$ cat src/rtl/i2c_slave_data_path_block.sv
// I2C target datapath: line synchronizers, START/STOP detection, address match,
// byte receive/transmit with ACK handling and SCL-fall-relative SDA hold timing.
module i2c_slave_data_path_block #(
    parameter logic [6:0]  SLAVE_ADDR = 7'h50,
    parameter int unsigned SDA_HOLD   = 2
) (
    input  logic       i2c_core_clock_i,
    input  logic       reset_bit_i,
    input  logic       scl_i,
    input  logic       sda_i,
    output logic       sda_o,
    input  logic       ack_en_i,
    input  logic [7:0] tx_data_i,
    output logic       tx_load_o,
    output logic [7:0] rx_data_o,
    output logic       rx_valid_o,
    output logic       rw_o,
    output logic       busy_o,
    output logic       start_det_o,
    output logic       stop_det_o,
    output logic       nack_o
);

    typedef enum logic [2:0] {
        StIdle, StAddr, StAddrAck, StRx, StRxAck, StTx, StTxAck, StIgnore
    } state_e;

    localparam logic [3:0] HoldInit = 4'(SDA_HOLD);

    // [0],[1] synchronize; [2] is the previous synced value for edge detection
    logic [2:0] scl_sync_q, sda_sync_q;

    state_e     state_q, state_d;
    logic [3:0] cnt_q, cnt_d;
    logic [7:0] shift_q, shift_d;
    logic [7:0] tx_shift_q, tx_shift_d;
    logic [7:0] rx_data_q, rx_data_d;
    logic       rw_q, rw_d;
    logic       busy_q, busy_d;
    logic       sda_q, sda_d;
    logic       pend_q, pend_d;      // SDA value waiting for the hold time to expire
    logic [3:0] hold_q, hold_d;
    logic       ack_q, ack_d;        // ack_en_i as seen when the ACK slot was driven
    logic       rx_valid_q, rx_valid_d;
    logic       tx_load_q, tx_load_d;
    logic       start_q, start_d;
    logic       stop_q, stop_d;
    logic       nack_q, nack_d;

    logic       scl_rise, scl_fall, scl_high, sda_s, start_c, stop_c;
    logic       drive, drive_val;
    logic [3:0] cnt_inc;

    assign sda_s    = sda_sync_q[1];
    assign scl_rise = scl_sync_q[1] & ~scl_sync_q[2];
    assign scl_fall = ~scl_sync_q[1] & scl_sync_q[2];
    assign scl_high = scl_sync_q[1] & scl_sync_q[2];
    assign start_c  = scl_high & ~sda_sync_q[1] & sda_sync_q[2];
    assign stop_c   = scl_high & sda_sync_q[1] & ~sda_sync_q[2];
    assign cnt_inc  = (cnt_q == 4'd8) ? cnt_q : cnt_q + 4'd1;

    // Line synchronizers and edge-detect history
    always_ff @(posedge i2c_core_clock_i or posedge reset_bit_i) begin
        if (reset_bit_i) begin
            scl_sync_q <= 3'b111;
            sda_sync_q <= 3'b111;
        end else begin
            scl_sync_q <= {scl_sync_q[1:0], scl_i};
            sda_sync_q <= {sda_sync_q[1:0], sda_i};
        end
    end

    // Controller state register
    always_ff @(posedge i2c_core_clock_i or posedge reset_bit_i) begin
        if (reset_bit_i) begin
            state_q    <= StIdle;
            cnt_q      <= 4'd0;
            shift_q    <= 8'h00;
            tx_shift_q <= 8'h00;
            rx_data_q  <= 8'h00;
            rw_q       <= 1'b0;
            busy_q     <= 1'b0;
            sda_q      <= 1'b1;
            pend_q     <= 1'b1;
            hold_q     <= 4'd0;
            ack_q      <= 1'b0;
            rx_valid_q <= 1'b0;
            tx_load_q  <= 1'b0;
            start_q    <= 1'b0;
            stop_q     <= 1'b0;
            nack_q     <= 1'b0;
        end else begin
            state_q    <= state_d;
            cnt_q      <= cnt_d;
            shift_q    <= shift_d;
            tx_shift_q <= tx_shift_d;
            rx_data_q  <= rx_data_d;
            rw_q       <= rw_d;
            busy_q     <= busy_d;
            sda_q      <= sda_d;
            pend_q     <= pend_d;
            hold_q     <= hold_d;
            ack_q      <= ack_d;
            rx_valid_q <= rx_valid_d;
            tx_load_q  <= tx_load_d;
            start_q    <= start_d;
            stop_q     <= stop_d;
            nack_q     <= nack_d;
        end
    end

    // Next-state: line conditions first, then per-state bit handling
    always_comb begin
        state_d    = state_q;
        cnt_d      = cnt_q;
        shift_d    = shift_q;
        tx_shift_d = tx_shift_q;
        rx_data_d  = rx_data_q;
        rw_d       = rw_q;
        busy_d     = busy_q;
        sda_d      = sda_q;
        pend_d     = pend_q;
        hold_d     = hold_q;
        ack_d      = ack_q;
        rx_valid_d = 1'b0;
        tx_load_d  = 1'b0;
        start_d    = 1'b0;
        stop_d     = 1'b0;
        nack_d     = 1'b0;
        drive      = 1'b0;
        drive_val  = 1'b1;

        if (hold_q != 4'd0) begin
            hold_d = hold_q - 4'd1;
            if (hold_q == 4'd1) sda_d = pend_q;
        end

        if (start_c) begin
            start_d = 1'b1;
            sda_d   = 1'b1;
            hold_d  = 4'd0;
            cnt_d   = 4'd0;
            busy_d  = 1'b0;
            state_d = StAddr;
        end else if (stop_c) begin
            stop_d  = 1'b1;
            sda_d   = 1'b1;
            hold_d  = 4'd0;
            busy_d  = 1'b0;
            state_d = StIdle;
        end else begin
            case (state_q)
                StIdle: ;
                StAddr: begin
                    if (scl_rise) begin
                        shift_d = {shift_q[6:0], sda_s};
                        cnt_d   = cnt_inc;
                        if (cnt_q == 4'd7) begin
                            cnt_d = 4'd0;
                            if (shift_q[6:0] == SLAVE_ADDR) begin
                                rw_d    = sda_s;
                                busy_d  = 1'b1;
                                state_d = StAddrAck;
                            end else begin
                                state_d = StIgnore;
                            end
                        end
                    end
                end
                StAddrAck: begin
                    if (scl_rise) cnt_d = cnt_inc;
                    if (scl_fall) begin
                        // First fall opens the ACK slot; second fall closes it
                        if (cnt_q == 4'd0) begin
                            drive     = 1'b1;
                            drive_val = ~ack_en_i;
                            ack_d     = ack_en_i;
                        end else begin
                            cnt_d = 4'd0;
                            drive = 1'b1;
                            if (!ack_q) begin
                                state_d = StIgnore;
                            end else if (!rw_q) begin
                                state_d = StRx;
                            end else begin
                                tx_shift_d = tx_data_i;
                                tx_load_d  = 1'b1;
                                drive_val  = tx_data_i[7];
                                state_d    = StTx;
                            end
                        end
                    end
                end
                StRx: begin
                    if (scl_rise) begin
                        shift_d = {shift_q[6:0], sda_s};
                        cnt_d   = cnt_inc;
                        if (cnt_q == 4'd7) begin
                            rx_data_d  = {shift_q[6:0], sda_s};
                            rx_valid_d = 1'b1;
                            cnt_d      = 4'd0;
                            state_d    = StRxAck;
                        end
                    end
                end
                StRxAck: begin
                    if (scl_rise) cnt_d = cnt_inc;
                    if (scl_fall) begin
                        drive = 1'b1;
                        if (cnt_q == 4'd0) begin
                            drive_val = ~ack_en_i;
                            ack_d     = ack_en_i;
                        end else begin
                            cnt_d   = 4'd0;
                            state_d = ack_q ? StRx : StIgnore;
                        end
                    end
                end
                StTx: begin
                    if (scl_rise) cnt_d = cnt_inc;
                    if (scl_fall) begin
                        if (cnt_q == 4'd8) begin
                            drive   = 1'b1;
                            cnt_d   = 4'd0;
                            state_d = StTxAck;
                        end else if (cnt_q != 4'd0) begin
                            drive      = 1'b1;
                            drive_val  = tx_shift_q[6];
                            tx_shift_d = {tx_shift_q[6:0], 1'b0};
                        end
                    end
                end
                StTxAck: begin
                    if (scl_rise) begin
                        if (sda_s) begin
                            nack_d  = 1'b1;
                            state_d = StIgnore;
                        end else begin
                            cnt_d = 4'd1;
                        end
                    end
                    if (scl_fall && cnt_q == 4'd1) begin
                        tx_shift_d = tx_data_i;
                        tx_load_d  = 1'b1;
                        drive      = 1'b1;
                        drive_val  = tx_data_i[7];
                        cnt_d      = 4'd0;
                        state_d    = StTx;
                    end
                end
                StIgnore: begin
                    sda_d  = 1'b1;
                    hold_d = 4'd0;
                end
                default: state_d = StIdle;
            endcase
        end

        if (drive) begin
            pend_d = drive_val;
            hold_d = HoldInit;
        end
    end

    assign sda_o       = sda_q;
    assign rx_data_o   = rx_data_q;
    assign rx_valid_o  = rx_valid_q;
    assign tx_load_o   = tx_load_q;
    assign rw_o        = rw_q;
    assign busy_o      = busy_q;
    assign start_det_o = start_q;
    assign stop_det_o  = stop_q;
    assign nack_o      = nack_q;

endmodule

$ cat config.mk
export PLATFORM = sky130hd
export DESIGN_NAME = i2c_slave_data_path_block
export DESIGN_NICKNAME = d
export VERILOG_FILES = /design/src/rtl/i2c_slave_data_path_block.sv
export SDC_FILE = /design/constraint.sdc
export NUM_CORES = 1
export LEC_CHECK = 0
export ABC_AREA = 1
export CORE_ASPECT_RATIO = 1.25
export CORE_MARGIN = 1
export CORE_UTILIZATION = 56
export DETAILED_ROUTE_END_ITERATION = 6
export PLACE_DENSITY = 0.87
export SKIP_CTS_REPAIR_TIMING = 1
export SYNTH_ARGS = -nofsm -noshare
export SYNTH_HDL_FRONTEND = slang
export SYNTH_SLANG_ARGS = --single-unit
$ cat constraint.sdc
create_clock -name i2c_core_clock_i -period 4.1 [get_ports i2c_core_clock_i]
set_input_delay 0.82 -clock i2c_core_clock_i [delete_from_list [all_inputs] [get_ports i2c_core_clock_i]]
set_output_delay 0.82 -clock i2c_core_clock_i [all_outputs]
set_load 0.05 [all_outputs]
==> impl_metrics.ini <==
[yosys]
postSynthAreaPerCell_um2 = 7.60
synth.distinct_cells = 39
ys_ff_latch = 49
syn_nets = 379
synth_seq_area_share_pct = 45.2
ys_warn_count = 0
netlist_area_um2 = 2740
synthTopCellsByArea = dfrtp_1, nand2_1, dfstp_2
yosysTopAreaCellShare_pct = 37.5
syn_inst = 360
yosysTopAreaCell = dfrtp_1

[floorplanning]
row_count = 28
start_util_pct = 57.8
die_y_um = 80.1
io_pins = 29
core-area_um2 = 4730
die_x_um = 64.5
dieArea_um2 = 5170

[clock_network]
cts_root_buf = clkbuf_8
cts_buffers = 5
cts_tree = yes
ctsLongestPathBuffers = 2
clock_sinks = 49
clk_latency_ns = 0.30
htreeDepth = 2
clkTransAtPathRegs_ns = 0.09

[routing]
drtIter0Drc = 153
vias_per_cell = 5.18
route.detailed.drc = 0
route.vias.total = 2337
wl_per_cell_um = 12.7
wl_mm = 5.72
first_pass_iters = 4
postRouteAntennaNets = 0

[status]
status = finished clean

[cells_and_area]
seq_area_um2 = 1240
drive_above_1_share_pct = 12.0
antenna_cells = 0
multi_input_area_um2 = 1290
final_nets = 409
fillers = 410
syn2layout_area_growth_pct = 15.8
final_cells = 451

[timing]
finalCritPeriodShare_pct = 59.7
setup_tns_ns = 0
hold_viol = 0
worstMarginPinSlew_ns = 0.988
rsz0062_at_grt = no
slew_headroom_pct = 34.1
setup_viol = 0
slew_viol_final = 0
max_freq_mhz = 409
layout_min_cycle_time_ns = 2.45
clock_skew_ns = 0.00423

[grt]
grt_max_degree = 50
grt_pass1_wl_mm = 9.96
antenna_found_initial = 0
grt_usage_pct = 25.3
globalRouteOverflowTotal = 0
grt_pass1_vias = 2288

[worst_setup_path]
cpMaxStageDelayCell = clkdlybuf4s50_1
worstPathRequired_ns = 3.28
critPathBufInv = 1
critPathMaxStageDelay_ns = 0.79
worst_setup_path_end_kind = output port
path_max_fanout = 2
criticalPathCategory = reg2out
start_kind = flop
crit_family = buffers and inverters
worstPathArrival_ns = 1.63
crit_chain = clkdlybuf4s50_1

[power_and_ir_drop]
ir_drop_mv = 0.407
p_clk_share_pct = 15.6
p_comb_share_pct = 50.1
p_int_uw = 1190
leakage_uw = 0.00164
pwr-share-seq_pct = 34.3
p_switching_uw = 995
power_density_nw_per_um2 = 692
swShare_pct = 45.4

[placed_design]
dp_cells = 443
hpwl_mm = 4.21
port_buffers = 28
gp_congestion = 0.940

[flow_run]
drv_cap = 0

[min_path]
holdCritPathClass = reg2reg
==> cell usage in the layout, fill, tap and decap left out, types with 9 or more instances in the layout <==
cell type          n
nand2_1          137
nand3_1           20
dfrtp_1           41
nand4_1           12
nor2_1            23
inv_1             35
clkdlybuf4s50_1   28
inv_2              9
o21ai_1           11
==> power by group through the flow <==
stage / clock network [uW] / registers (uW) / logic (uW)
final: 342 / 751 / 1100
after global routing: 366 / 769 / 1260
after CTS: 348 / 748 / 1090
after detailed placement: 0 / 757 / 1090
after global placement: 0 / 750 / 1060
after floorplan: 0 / 739 / 882
==> cells by family after synthesis <==
logic type	after synthesis	share of synthesized area [%]
compound gates	34	6.91
xor+xnor	3	0.961
fa+ha+maj	6	2.74
buf+inv	51	7.78
flops	49	45.2
mux	1	0.366
simple gates	216	36.0
==> routing by layer <==
layer / up-vias / wire length (um) / track usage (%)
met2: 56 / 2860 / 43.4
li1: 1194 / - / -
met4: 0 / 169 / 11.1
met1: 1070 / 2470 / 30.8
met5: - / 0 / 0
met3: 17 / 216 / 4.55
==> cell usage after synthesis <==
cell type,number
a21oi_1,8
nand3_4,2
inv_4,2
nor2_4,1
nor3_1,2
nand3_1,20
clkbuf_1,1
nand2_4,1
nor2_8,1
dfrtp_1,41
or2_2,1
o21ai_2,1
buf_4,2
nor2_1,23
nand3_2,2
mux2i_1,1
nor2_2,7
o21ai_1,11
dfstp_2,8
o211ai_1,1
inv_1,36
buf_6,1
buf_2,1
ha_1,6
o32ai_1,1
o31ai_1,1
xor2_1,2
nand2_1,137
nand2_2,3
o22ai_1,1
or2_1,1
o21a_1,1
nand4_1,12
inv_2,8
o21bai_1,1
o21ai_0,8
nand3b_1,1
nor3_2,2
xnor2_1,1
==> worst paths after layout <==
| check | start | endpoint | slack, ns | depth (start not counted) |
|---|---|---|---|---|
| worst max-delay path | sda_o | sda_o | 1.65 | 1 |
| worst min-delay path | sda_sync_q[0] | sda_sync_q[1] | 0.36 | 0 |
| worst max register to register | cnt_q[0] | tx_shift_q[4] | 2.26 | 10 |
| worst min register to register | sda_sync_q[0] | sda_sync_q[1] | 0.36 | 0 |
| max in group asynchronous | reset_bit_i | tx_shift_q[1] | 2.43 | 2 |
| min in group asynchronous | reset_bit_i | hold_q[1] | 1.06 | 2 |
==> registers in the layout, indices dropped and copies added, names as in the netlist, 3 cells and up <==
name	count
tx_shift_q	7
hold_q	4
rx_data_o	8
sda_sync_q	3
cnt_q	4
state_q	3
scl_sync_q	3
shift_q	7
==> cell type report <==
type,instances,share of cell area [%]
clock inverter,2,1.22
timing repair buffer,28,8.85
sequential,49,39.0
clock buffer,6,2.29
tap,60,2.37
inverter,46,5.61
multi-input combinational,260,40.6
==> stage by stage <==
step                instance area [um^2]  worst slack [ns]  utilization [%]  hold slack [ns]  power [uW]
floorplan                           2740              2.12                -            0.345        1620
global placement                    3060              1.99             64.6            0.346        1810
detailed placement                  3060              1.98             64.6            0.350        1840
CTS                                 3170              1.65             67.0            0.363        2190
global route                        3170              1.62             67.0            0.368        2400
finish                              3170              1.65             67.0            0.361        2190
Power figures use the tool's default switching activity.
